==> src/rtl/gpio_pattern_gen_if.sv <==
`default_nettype none
// ============================================================================
// Module   : gpio_pattern_gen_if
// Brief    : Push-side handshake bundle between the GPIO register file and
//            the pattern generator FIFO.
// Revision : 1.0
// ============================================================================
interface gpio_pattern_gen_if #(
    parameter int WIDTH     = 32,
    parameter int DUR_WIDTH = 16
);
    logic                 pat_valid;
    logic                 pat_ready;
    logic [WIDTH-1:0]     pat_data;
    logic [WIDTH-1:0]     pat_oe;
    logic [DUR_WIDTH-1:0] pat_dur;

    modport master (
        output pat_valid,
        output pat_data,
        output pat_oe,
        output pat_dur,
        input  pat_ready
    );

    modport slave (
        input  pat_valid,
        input  pat_data,
        input  pat_oe,
        input  pat_dur,
        output pat_ready
    );
endinterface
`default_nettype wire

==> src/rtl/gpio_pattern_gen.sv <==
`default_nettype none
// ============================================================================
// Module   : gpio_pattern_gen
// Brief    : Plays queued timed (data, output-enable) patterns onto GPIO pads.
//            Optional macro GPIO_PATGEN_LOOP_EN adds loop_i for repeat play.
// Revision : 1.0
// ============================================================================
module gpio_pattern_gen #(
    parameter int WIDTH     = 32,
    parameter int DEPTH     = 8,
    parameter int DUR_WIDTH = 16
) (
    input  logic                       clk_i,
    input  logic                       rst_ni,
    input  logic                       enable_i,
`ifdef GPIO_PATGEN_LOOP_EN
    input  logic                       loop_i,
`endif
    input  logic                       flush_i,
    gpio_pattern_gen_if.slave          pat,
    output logic [WIDTH-1:0]           gpio_o,
    output logic [WIDTH-1:0]           gpio_en_o,
    output logic                       busy_o,
    output logic                       done_o,
    output logic [$clog2(DEPTH+1)-1:0] level_o
);

    localparam int c_AW = $clog2(DEPTH);
    localparam int c_LW = $clog2(DEPTH + 1);

    localparam logic [0:0] c_IDLE = 1'b0;
    localparam logic [0:0] c_PLAY = 1'b1;

    logic [WIDTH-1:0]     r_mem_data [DEPTH];
    logic [WIDTH-1:0]     r_mem_oe   [DEPTH];
    logic [DUR_WIDTH-1:0] r_mem_dur  [DEPTH];

    logic [c_AW-1:0]      r_wptr;
    logic [c_AW-1:0]      r_rptr;
    logic [c_LW-1:0]      r_level;
    logic [0:0]           r_state;
    logic [DUR_WIDTH-1:0] r_cnt;
    logic [WIDTH-1:0]     r_gpio;
    logic [WIDTH-1:0]     r_gpio_en;
    logic                 r_done;

    logic                 w_loop;
    logic                 w_full;
    logic                 w_push;
    logic                 w_pop;
    logic                 w_loop_wr;
    logic                 w_wr;
    logic [WIDTH-1:0]     w_head_data;
    logic [WIDTH-1:0]     w_head_oe;
    logic [DUR_WIDTH-1:0] w_head_dur;
    logic [WIDTH-1:0]     w_wdata;
    logic [WIDTH-1:0]     w_woe;
    logic [DUR_WIDTH-1:0] w_wdur;

`ifdef GPIO_PATGEN_LOOP_EN
    assign w_loop = loop_i;
`else
    assign w_loop = 1'b0;
`endif

    assign w_full        = (r_level == c_LW'(DEPTH));
    assign pat.pat_ready = !w_full && !w_loop;
    assign w_push        = pat.pat_valid && pat.pat_ready && !flush_i;

    // A pop happens from IDLE or on the last cycle of the current entry.
    assign w_pop = enable_i && (r_level != '0) && !flush_i &&
                   ((r_state == c_IDLE) || (r_cnt == '0));

    // In loop mode the popped head is written back at the tail.
    assign w_loop_wr   = w_pop && w_loop;
    assign w_wr        = w_push || w_loop_wr;

    assign w_head_data = r_mem_data[r_rptr];
    assign w_head_oe   = r_mem_oe[r_rptr];
    assign w_head_dur  = r_mem_dur[r_rptr];

    assign w_wdata = w_loop_wr ? w_head_data : pat.pat_data;
    assign w_woe   = w_loop_wr ? w_head_oe   : pat.pat_oe;
    assign w_wdur  = w_loop_wr ? w_head_dur  : pat.pat_dur;

    always_ff @(posedge clk_i) begin
        if (w_wr) begin
            r_mem_data[r_wptr] <= w_wdata;
            r_mem_oe[r_wptr]   <= w_woe;
            r_mem_dur[r_wptr]  <= w_wdur;
        end
    end

    always_ff @(posedge clk_i) begin
        if (!rst_ni) begin
            r_wptr    <= '0;
            r_rptr    <= '0;
            r_level   <= '0;
            r_state   <= c_IDLE;
            r_cnt     <= '0;
            r_gpio    <= '0;
            r_gpio_en <= '0;
            r_done    <= 1'b0;
        end else if (flush_i) begin
            // Pads keep their current drive; only the queue and FSM clear.
            r_wptr  <= '0;
            r_rptr  <= '0;
            r_level <= '0;
            r_state <= c_IDLE;
            r_cnt   <= '0;
            r_done  <= 1'b0;
        end else begin
            r_done <= 1'b0;
            if (w_wr) begin
                r_wptr <= r_wptr + c_AW'(1);
            end
            if (w_pop) begin
                r_rptr <= r_rptr + c_AW'(1);
            end
            case ({w_push, w_pop && !w_loop})
                2'b10:   r_level <= r_level + c_LW'(1);
                2'b01:   r_level <= r_level - c_LW'(1);
                default: r_level <= r_level;
            endcase

            if (w_pop) begin
                r_gpio    <= w_head_data;
                r_gpio_en <= w_head_oe;
                r_cnt     <= w_head_dur;
                r_state   <= c_PLAY;
            end else if (r_state == c_PLAY) begin
                if (r_cnt != '0) begin
                    r_cnt <= r_cnt - DUR_WIDTH'(1);
                end else begin
                    r_state <= c_IDLE;
                    r_done  <= 1'b1;
                end
            end
        end
    end

    assign gpio_o    = r_gpio;
    assign gpio_en_o = r_gpio_en;
    assign busy_o    = (r_state == c_PLAY);
    assign done_o    = r_done;
    assign level_o   = r_level;

endmodule
`default_nettype wire

==> src/flat_wrapper.sv <==
// flat-port wrapper written by rule: the top's interface ports become plain ports
module gpio_pattern_gen_flat 
#(
    parameter int WIDTH     = 32,
    parameter int DEPTH     = 8,
    parameter int DUR_WIDTH = 16
)
  (clk_i, rst_ni, enable_i, flush_i, gpio_o, gpio_en_o, busy_o, done_o, level_o, pat_pat_valid, pat_pat_data, pat_pat_oe, pat_pat_dur, pat_pat_ready);
  gpio_pattern_gen_if #(.WIDTH(WIDTH), .DUR_WIDTH(DUR_WIDTH)) pat_i ();
  input  logic clk_i;
  input  logic rst_ni;
  input  logic enable_i;
  input  logic flush_i;
  output logic [WIDTH-1:0] gpio_o;
  output logic [WIDTH-1:0] gpio_en_o;
  output logic busy_o;
  output logic done_o;
  output logic [$clog2(DEPTH+1)-1:0] level_o;
  input wire logic [$bits(pat_i.pat_valid)-1:0] pat_pat_valid;
  input wire logic [$bits(pat_i.pat_data)-1:0] pat_pat_data;
  input wire logic [$bits(pat_i.pat_oe)-1:0] pat_pat_oe;
  input wire logic [$bits(pat_i.pat_dur)-1:0] pat_pat_dur;
  output wire logic [$bits(pat_i.pat_ready)-1:0] pat_pat_ready;
  assign pat_i.pat_valid = pat_pat_valid;
  assign pat_i.pat_data = pat_pat_data;
  assign pat_i.pat_oe = pat_pat_oe;
  assign pat_i.pat_dur = pat_pat_dur;
  assign pat_pat_ready = pat_i.pat_ready;
  gpio_pattern_gen #(.WIDTH(WIDTH), .DEPTH(DEPTH), .DUR_WIDTH(DUR_WIDTH)) u_core (.clk_i(clk_i), .rst_ni(rst_ni), .enable_i(enable_i), .flush_i(flush_i), .pat(pat_i), .gpio_o(gpio_o), .gpio_en_o(gpio_en_o), .busy_o(busy_o), .done_o(done_o), .level_o(level_o));
endmodule
==> config.mk <==
export PLATFORM = sky130hd
export DESIGN_NAME = gpio_pattern_gen_flat
export DESIGN_NICKNAME = d
export VERILOG_FILES = /design/src/rtl/gpio_pattern_gen_if.sv /design/src/rtl/gpio_pattern_gen.sv /design/src/flat_wrapper.sv
export SDC_FILE = /design/constraint.sdc
export NUM_CORES = 1
export LEC_CHECK = 0
export BUFFER_PORTS_ARGS = -buffer_cell sky130_fd_sc_hd__buf_2
export CAP_MARGIN = 0
export CORE_AREA = 5 5 222 224
export CTS_CLUSTER_DIAMETER = 100
export DETAILED_ROUTE_END_ITERATION = 12
export DIE_AREA = 0 0 227 229
export GPL_TIMING_DRIVEN = 0
export PLACE_DENSITY = 0.78
export SLEW_MARGIN = 20
export SYNTH_ARGS = -nofsm -noshare
export SYNTH_HDL_FRONTEND = slang
export SYNTH_SLANG_ARGS = --single-unit
==> constraint.sdc <==
create_clock -name clk_i -period 8.8 [get_ports clk_i]
set_clock_uncertainty 0.15 [all_clocks]
set_input_delay 0 -clock clk_i [delete_from_list [all_inputs] [get_ports clk_i]]
set_output_delay 0 -clock clk_i [all_outputs]
set_load 0.05 [all_outputs]
==> results of run 1 <==
worst paths after layout:
kind | startpoint | to | slack, ns
worst max-delay path | u_core.r_cnt[0] | u_core.level_o[2] | 4.97
worst max register to register | u_core.r_cnt[0] | u_core.level_o[2] | 4.97
worst min register to register | u_core.gpio_o[13] | u_core.gpio_o[13] | 0.34
worst min-delay path | pat_pat_data[12] | u_core.r_mem_data[5][12] | 0.06
sequential cells by signal (all words and copies together), names as in the netlist, named ones only:
signal and cells:
u_core.gpio_o 32, u_core.gpio_en_o 32, u_core.level_o 4, u_core.r_mem_dur 128
u_core.done_o 1, u_core.busy_o 1, u_core.r_mem_data 256, u_core.r_rptr 3
u_core.r_wptr 3, u_core.r_mem_oe 256, u_core.r_cnt 16
Yosys cell counts, types with 4 or more instances:
library cell | instances | area [µm²]
sky130_fd_sc_hd__o211a_1 | 64 | 641
sky130_fd_sc_hd__clkbuf_1 | 36 | 135
sky130_fd_sc_hd__mux2_2 | 9 | 101
sky130_fd_sc_hd__o211ai_1 | 4 | 30.0
sky130_fd_sc_hd__nand2_1 | 84 | 315
sky130_fd_sc_hd__nand2b_1 | 6 | 37.5
sky130_fd_sc_hd__nor2_1 | 23 | 86.3
sky130_fd_sc_hd__nor3_1 | 11 | 55.1
sky130_fd_sc_hd__dfxtp_1 | 95 | 1900
sky130_fd_sc_hd__inv_1 | 7 | 26.3
sky130_fd_sc_hd__buf_1 | 7 | 26.3
sky130_fd_sc_hd__a21oi_1 | 13 | 65.1
sky130_fd_sc_hd__buf_2 | 22 | 110
sky130_fd_sc_hd__edfxtp_1 | 640 | 19200
sky130_fd_sc_hd__ha_1 | 6 | 75.1
sky130_fd_sc_hd__mux2i_1 | 73 | 731
sky130_fd_sc_hd__a31oi_1 | 6 | 37.5
sky130_fd_sc_hd__buf_6 | 9 | 101
sky130_fd_sc_hd__o21ai_0 | 5 | 25.0
sky130_fd_sc_hd__mux4_2 | 160 | 3600
sky130_fd_sc_hd__o311ai_0 | 5 | 43.8
sky130_fd_sc_hd__nand3_1 | 10 | 50.1
sky130_fd_sc_hd__or3_1 | 8 | 50.1
sky130_fd_sc_hd__xor2_1 | 4 | 35.0
cells by family (layout without fill, tap and decap cells):
group                    after synthesis  in the layout
buffers and inverters                 82            498
XOR/XNOR                               7              7
AND/OR/NAND/NOR                      159            159
AO/OA/AOI/OAI                        118            118
flip-flops                           735            735
multiplexers                         242            242
adder cells (fa/ha/maj)                6              6
other                                  0              2
power groups by stage:
stage	registers (mW)	logic, mW	clock network (mW)
CTS	3.84	0.312	3.11
floorplan	3.97	0.106	0
detailed placement	3.91	0.277	0
finish	3.84	0.311	3.07
global route	3.84	0.333	3.27
global placement	3.92	0.259	0
layer usage:
layer  GRT usage, %  share of wire [%]  up-vias
met1           33.8                 40     7552
met2           40.1                 51      641
li1               -                  -     6289
met5              0              0.021        -
met3           4.43                7.2       95
met4           7.61                2.5        2
final cells by class:
class | instances | area (µm²) | area share [%]
sequential | 735 | 21100 | 63.1
clock buffer | 103 | 2070 | 6.19
antenna | 2 | 5.00 | 0.0150
clock inverter | 24 | 293 | 0.875
inverter | 8 | 30.0 | 0.0898
buffer | 74 | 374 | 1.12
multi-input combinational | 532 | 6390 | 19.1
timing repair buffer | 289 | 2400 | 7.17
tap | 615 | 769 | 2.30
repair_timing:
action | 4_1_cts | 5_1_grt
hold buffers | 84 | 0
hold endpoints to repair | 653 | 0
setup buffers | 0 | 0
stage by stage:
step	total power [mW]	instance area (µm²)	util, %	hold slack (ns)	worst slack, ns
2_1_floorplan	4.08	27900	-	-0.0511	1.06
3_3_place_gp	4.18	29400	62.4	0.111	-4.42
3_5_place_dp	4.19	30200	64.1	0.116	4.99
4_1_cts	7.27	33400	70.9	0.0297	4.95
5_1_grt	7.45	33400	71.0	0.0698	4.77
6_report	7.22	33500	71.0	0.0552	4.97
==> results_tabular.tex, run 1 <==
\begin{tabular}{lr}
\hline
Metric & Value \\
\hline
\multicolumn{2}{l}{\textbf{Power and ir drop}} \\
\quad Share of power burned in the clock network & 42.5\% \\
\quad Share of power burned in registers & 53.2\% \\
\quad Net switching component of the power & 1.45 mW \\
\quad Leakage & 11.7 nW \\
\quad Net Sw Frac & 20.0\% \\
\quad Highest ir drop seen on vdd & 0.147 mV \\
\quad Comb power frac & 4.3\% \\
\quad Cell internal power dissipation & 5.78 mW \\
\quad Power density cells & 216 mW/mm² \\
\multicolumn{2}{l}{\textbf{Logic synthesis}} \\
\quad Synthesized-area fraction occupied by xor and xnor cells & 0.220\% \\
\quad Combinational family with the most area after synthesis & multiplexers \\
\quad Yosys warning total & 0 \\
\quad Share of cell area taken by muxes after synthesis & 15.9\% \\
\quad Synthesized area divided by synthesized cell count & 20.7 µm² \\
\quad Sequential fraction of the synthesis area & 75.8\% \\
\quad Most used flip-flop cell after synthesis & sky130\_fd\_sc\_hd\_\_edfxtp\_1 \\
\quad Synthesized-area fraction occupied by adder cells & 0.269\% \\
\quad Distinct cells, synth & 55 \\
\quad Mapped cell area & 0.0279 mm² \\
\quad Post-synthesis cell count & 1349 \\
\quad Post-Syn Nets & 1440 \\
\quad Number of enable flip-flop cells after synthesis & 640 \\
\quad Post-synthesis register bit count & 735 \\
\quad Fraction of registers with async set/reset & 0\% \\
\quad Area fraction in compound gates after synthesis & 3.69\% \\
\quad Simple-gate area share of the yosys netlist & 2.65\% \\
\multicolumn{2}{l}{\textbf{Route}} \\
\quad Remaining number of nets flagged by the antenna check after routing & 0 \\
\quad Vias post-DR & 14579 \\
\quad Final routed wire length divided by cell count & 26.0 µm \\
\quad Detailed Route Iter0 Violations & 1651 \\
\quad Via-to-Cell Ratio & 6.12 \\
\quad Routed wire length & 61900 µm \\
\quad Number of iterations in the first detailed-routing pass & 5 \\
\quad Number of design rule violations left after detail routing & 0 \\
\multicolumn{2}{l}{\textbf{Global routing}} \\
\quad Via count of the first global-routing pass & 15225 \\
\quad Remaining global-route overflow & 0 \\
\quad Global-route wire length before repair & 94100 µm \\
\quad Gr usage total & 24.3\% \\
\quad Maximum number of pins on one net before global-route repair & 22 \\
\quad Number of antenna violations at the first check in global routing & 3 \\
\multicolumn{2}{l}{\textbf{Timing}} \\
\quad Tcrit/Tclk final & 43.5\% \\
\quad Final Max Slew Viols & 0 \\
\quad RSZ-0062 raised after global routing & false \\
\quad Total count of hold-check failures in the final report & 0 \\
\quad Min cycle time layout & 3.83 ns \\
\quad Max frequency & 0.261 GHz \\
\quad Slew HR & 31.4\% \\
\quad Pin slew with the least headroom to its limit & 1.03 ns \\
\quad Sum of negative setup slack & 0 ns \\
\quad Final-report setup violation count & 0 \\
\multicolumn{2}{l}{\textbf{Finish}} \\
\quad Fillcell total & 2769 \\
\quad Total Nets Final & 1802 \\
\quad Post-Layout Cell Count & 2382 \\
\quad Signed area change from the synthesized netlist to the final layout & 20.1\% \\
\quad Share of cells above drive strength 1 & 30.0\% \\
\quad Most common cell after layout, fill and taps aside & sky130\_fd\_sc\_hd\_\_edfxtp\_1 \\
\quad Leading cell types in the layout, fill and taps excluded & sky130\_fd\_sc\_hd\_\_edfxtp\_1, sky130\_fd\_sc\_hd\_\_buf\_2, sky130\_fd\_sc\_hd\_\_mux4\_2, sky130\_fd\_sc\_hd\_\_dfxtp\_1 \\
\multicolumn{2}{l}{\textbf{CTS}} \\
\quad CTS clk-pin slew, worst paths & 0.06 ns \\
\quad Num Clock Sinks & 735 \\
\quad Master cell of the clock root buffer & sky130\_fd\_sc\_hd\_\_clkbuf\_16 \\
\quad TritonCTS clock tree & done \\
\quad Buffer levels on the longest clock path & 3 \\
\quad Post-CTS sizing & 0 \\
\quad CTS Buf Count & 71 \\
\quad H-tree depth & 3 \\
\quad Clock latency on the worst-skew pair & 0.61 ns \\
\multicolumn{2}{l}{\textbf{Floorplan}} \\
\quad Placement row count & 80 \\
\quad Top-level I/O count & 156 \\
\quad Die H & 229 µm \\
\quad Horiz. Die Dim & 227 µm \\
\quad Area of the core & 0.0471 mm² \\
\quad Initial Util & 59.1\% \\
\quad DIE AREA & 0.0520 mm² \\
\multicolumn{2}{l}{\textbf{Worst setup path}} \\
\quad Crit start category & register \\
\quad Data arrival time of the worst path & 4.20 ns \\
\quad Most common cell type on the critical path & sky130\_fd\_sc\_hd\_\_ha\_1 \\
\quad Biggest fanout along the worst timing path & 11 \\
\quad Critical Path Stages & 15 \\
\quad Category of cells accounting for the largest share of critical-path delay & simple AND/OR/NAND/NOR gates \\
\quad Crit Path Category & register to register \\
\quad Bufs and invs on worst path & 4 \\
\quad Maximum cell stage delay along the critical path & 0.47 ns \\
\quad Slowest-stage cell, CP & sky130\_fd\_sc\_hd\_\_nor3b\_1 \\
\quad Critical Path RT & 9.17 ns \\
\quad Type of element capturing the critical path & register \\
\quad CP cell instances & inv\_1 -> ha\_1 -> nor3b\_1 -> and4\_1 -> a21oi\_2 -> inv\_2 -> buf\_6 -> buf\_6 -> ha\_1 -> xor2\_1 -> ha\_1 -> a21oi\_1 -> xor2\_1 -> or3\_1 -> a21oi\_1 \\
\quad Cell depth of the worst flop-to-flop path & 15 \\
\multicolumn{2}{l}{\textbf{Run status}} \\
\quad Run status & finished clean \\
\multicolumn{2}{l}{\textbf{Worst hold path}} \\
\quad Class of the tightest hold or removal check & input port to register \\
\quad Count of cells along the worst hold path & 2 \\
\multicolumn{2}{l}{\textbf{Place}} \\
\quad Quantity of I/O buffers inserted on ports & 155 \\
\quad RePlAce Congestion & 0.839 \\
\quad Detailed placement HPWL & 38600 µm \\
\quad \# placed instances & 2169 \\
\multicolumn{2}{l}{\textbf{Flow run}} \\
\quad Max-cap violation count & 0 \\
\hline
\end{tabular}
Power figures use the tool's default switching activity.
==> run 2, diff against run 1 <==
--- a/config.mk
+++ b/config.mk
@@ -7,12 +7,12 @@
 export LEC_CHECK = 0
 export BUFFER_PORTS_ARGS = -buffer_cell sky130_fd_sc_hd__buf_2
 export CAP_MARGIN = 0
-export CORE_AREA = 5 5 222 224
+export CORE_AREA = 5 5 232 234
 export CTS_CLUSTER_DIAMETER = 100
 export DETAILED_ROUTE_END_ITERATION = 12
-export DIE_AREA = 0 0 227 229
+export DIE_AREA = 0 0 237 239
 export GPL_TIMING_DRIVEN = 0
-export PLACE_DENSITY = 0.78
+export PLACE_DENSITY = 0.75
 export SLEW_MARGIN = 20
 export SYNTH_ARGS = -nofsm -noshare
 export SYNTH_HDL_FRONTEND = slang
==> constraint.sdc (replaced) <==
create_clock -name clk_i -period 3.3 [get_ports clk_i]
set_clock_uncertainty 0.15 [all_clocks]
set_input_delay 0 -clock clk_i [delete_from_list [all_inputs] [get_ports clk_i]]
set_output_delay 0 -clock clk_i [all_outputs]
set_load 0.05 [all_outputs]
==> run 2 against run 1 <==
Power rose to 2.7 times the previous value. Combinational power rose to 2.7 times the previous value. Setup slack got worse by 4.8 ns. Final cell count rose by 3.4%. First-iteration DRC count fell by 16%. Sequential power rose to 2.7 times the previous value. Sequential cell count did not move.
==> results_tabular.tex, run 2 (synthesis results as in run 1) <==
\begin{tabular}{lr}
\hline
Metric & Value \\
\hline
\multicolumn{2}{l}{\textbf{Route}} \\
\quad Vias post-DR & 14606 \\
\quad Detailed Route Iter0 Violations & 1395 \\
\quad Via-to-Cell Ratio & 5.93 \\
\quad Number of iterations in the first detailed-routing pass & 7 \\
\quad Final routed wire length divided by cell count & 25.4 µm \\
\quad Number of design rule violations left after detail routing & 0 \\
\quad Remaining number of nets flagged by the antenna check after routing & 0 \\
\quad Routed wire length & 62400 µm \\
\multicolumn{2}{l}{\textbf{Timing}} \\
\quad Min cycle time layout & 3.11 ns \\
\quad Final Max Slew Viols & 0 \\
\quad Max frequency & 0.321 GHz \\
\quad Final-report setup violation count & 0 \\
\quad Tcrit/Tclk final & 94.3\% \\
\quad Sum of negative setup slack & 0 ns \\
\quad RSZ-0062 raised after global routing & false \\
\quad Total count of hold-check failures in the final report & 0 \\
\quad Slew HR & 31.1\% \\
\quad Pin slew with the least headroom to its limit & 1.03 ns \\
\multicolumn{2}{l}{\textbf{Power and ir drop}} \\
\quad Highest ir drop seen on vdd & 0.374 mV \\
\quad Leakage & 11.8 nW \\
\quad Share of power burned in registers & 53.1\% \\
\quad Comb power frac & 4.4\% \\
\quad Cell internal power dissipation & 15.4 mW \\
\quad Net Sw Frac & 20.4\% \\
\quad Share of power burned in the clock network & 42.5\% \\
\quad Power density cells & 569 mW/mm² \\
\quad Total chip power & 19.3 mW \\
\quad Net switching component of the power & 3.93 mW \\
\multicolumn{2}{l}{\textbf{Worst setup path}} \\
\quad Cell depth of the worst flop-to-flop path & 13 \\
\quad Crit Path Category & register to register \\
\quad Capture instance of the worst register-to-register path & u\_core.level\_o[2] \\
\quad Launch point of the worst reg-to-reg path & u\_core.level\_o[1] \\
\quad Flop-to-flop setup slack & 0.19 ns \\
\quad Data arrival time of the worst path & 3.48 ns \\
\quad Critical Path RT & 3.67 ns \\
\quad Crit start category & register \\
\quad Type of element capturing the critical path & register \\
\quad Biggest fanout along the worst timing path & 12 \\
\multicolumn{2}{l}{\textbf{CTS}} \\
\quad Clock latency on the worst-skew pair & 0.59 ns \\
\quad CTS Buf Count & 74 \\
\quad CTS clk-pin slew, worst paths & 0.06 ns \\
\quad TritonCTS clock tree & done \\
\quad Buffer levels on the longest clock path & 3 \\
\quad H-tree depth & 3 \\
\quad Num Clock Sinks & 735 \\
\quad Master cell of the clock root buffer & sky130\_fd\_sc\_hd\_\_clkbuf\_16 \\
\multicolumn{2}{l}{\textbf{Finish}} \\
\quad Total Nets Final & 1803 \\
\quad Signed area change from the synthesized netlist to the final layout & 21.8\% \\
\quad Fin util & 65.5\% \\
\quad Share of cells above drive strength 1 & 30.9\% \\
\quad Leading cell types in the layout, fill and taps excluded & sky130\_fd\_sc\_hd\_\_edfxtp\_1, sky130\_fd\_sc\_hd\_\_buf\_2, sky130\_fd\_sc\_hd\_\_mux4\_2, sky130\_fd\_sc\_hd\_\_dfxtp\_1, sky130\_fd\_sc\_hd\_\_dlygate4sd3\_1 \\
\quad Most common cell after layout, fill and taps aside & sky130\_fd\_sc\_hd\_\_edfxtp\_1 \\
\quad Fillcell total & 3335 \\
\quad Largest registers in the final layout & u\_core.r\_mem\_data (256), u\_core.r\_mem\_oe (256), u\_core.r\_mem\_dur (128) \\
\multicolumn{2}{l}{\textbf{Worst hold path}} \\
\quad Hold-critical path endpoint & u\_core.r\_mem\_data[1][12] \\
\quad Min-Delay Startpoint & pat\_pat\_data[12] \\
\quad Class of the tightest hold or removal check & input port to register \\
\quad Count of cells along the worst hold path & 2 \\
\multicolumn{2}{l}{\textbf{Global routing}} \\
\quad Gr usage total & 22.1\% \\
\quad Remaining global-route overflow & 0 \\
\quad Global-route wire length before repair & 94100 µm \\
\quad Via count of the first global-routing pass & 15326 \\
\quad Number of antenna violations at the first check in global routing & 3 \\
\quad Maximum number of pins on one net before global-route repair & 21 \\
\multicolumn{2}{l}{\textbf{Floorplan}} \\
\quad Die H & 239 µm \\
\quad Initial Util & 53.8\% \\
\quad DIE AREA & 0.0566 mm² \\
\quad Placement row count & 84 \\
\quad Horiz. Die Dim & 237 µm \\
\quad Area of the core & 0.0518 mm² \\
\quad Top-level I/O count & 156 \\
\multicolumn{2}{l}{\textbf{Place}} \\
\quad Quantity of I/O buffers inserted on ports & 155 \\
\quad Detailed placement HPWL & 40100 µm \\
\quad RePlAce Congestion & 0.821 \\
\multicolumn{2}{l}{\textbf{Flow run}} \\
\quad Max-cap violation count & 0 \\
\multicolumn{2}{l}{\textbf{Run status}} \\
\quad Run status & finished clean \\
\hline
\end{tabular}
[run 2: cell type report]
class | instances | area [µm²] | area share (%)
sequential | 735 | 21100 | 62.3
multi-input combinational | 532 | 6500 | 19.2
timing repair buffer | 288 | 2620 | 7.72
clock buffer | 109 | 2150 | 6.33
tap | 688 | 861 | 2.54
buffer | 73 | 377 | 1.11
clock inverter | 27 | 248 | 0.730
inverter | 8 | 35.0 | 0.103
antenna | 2 | 5.00 | 0.0148
[run 2: worst max-delay path by stage]
stage | slack, ns | from | end
detailed placement | -0.56 | u_core.r_cnt[0] | u_core.level_o[2]
CTS | 0.01 | u_core.level_o[1] | u_core.level_o[2]
floorplan | -0.37 | u_core.level_o[1] | u_core.r_mem_data[1][0]
finish | 0.19 | u_core.level_o[1] | u_core.level_o[2]
global placement | -2.29 | u_core.level_o[1] | u_core.r_mem_data[1][19]
global route | 0.10 | u_core.level_o[1] | u_core.level_o[2]
[run 2: worst max-delay path: stages, from the launching register on]
cell and delay (ns):
sky130_fd_sc_hd__dfxtp_4 0.34, sky130_fd_sc_hd__buf_6 0.13, sky130_fd_sc_hd__or4_4 0.53, sky130_fd_sc_hd__and3_4 0.20
sky130_fd_sc_hd__a21oi_4 0.24, sky130_fd_sc_hd__inv_6 0.07, sky130_fd_sc_hd__buf_12 0.16, sky130_fd_sc_hd__ha_4 0.18
sky130_fd_sc_hd__xor2_1 0.14, sky130_fd_sc_hd__ha_1 0.19, sky130_fd_sc_hd__a21oi_2 0.11, sky130_fd_sc_hd__xor2_1 0.09
sky130_fd_sc_hd__or3_4 0.37, sky130_fd_sc_hd__a21oi_2 0.12
[run 2: what timing repair did]
item	4_1_cts	5_1_grt
buffers inserted	3	0
gates resized for setup	10	5
pin swaps	1	4
endpoints found under the setup margin	3	1
hold buffers	85	0
endpoints found under the hold margin	685	0
[run 2: power groups by stage]
stage               logic [mW]  registers (mW)  clock network (mW)
detailed placement       0.748            10.4                   0
global placement         0.697            10.4                   0
global route             0.904            10.2                8.72
finish                   0.848            10.2                8.20
floorplan                0.287            10.6                   0
CTS                      0.850            10.2                8.30
[run 2: stage by stage]
step	cells	hold slack, ns	setup slack (ns)	instance area [µm²]
finish	2462	0.0522	0.189	33900
global route	2461	0.0706	0.105	33900
CTS	2461	0.0326	0.0143	33900
detailed placement	2237	0.115	-0.558	30600
global placement	2192	0.109	-2.29	29600
floorplan	1349	-0.0511	-0.371	28000
[run 2: metal layers]
| metal | vias up | part of all wire (%) | track usage, % | routed length (µm) |
|---|---|---|---|---|
| met1 | 7537 | 40 | 29.9 | 24900 |
| li1 | 6296 | - | - | - |
| met2 | 665 | 50 | 36.8 | 31500 |
| met5 | - | 0.018 | 0 | 11 |
| met4 | 2 | 2.6 | 7.42 | 1650 |
| met3 | 106 | 7.1 | 4.16 | 4450 |
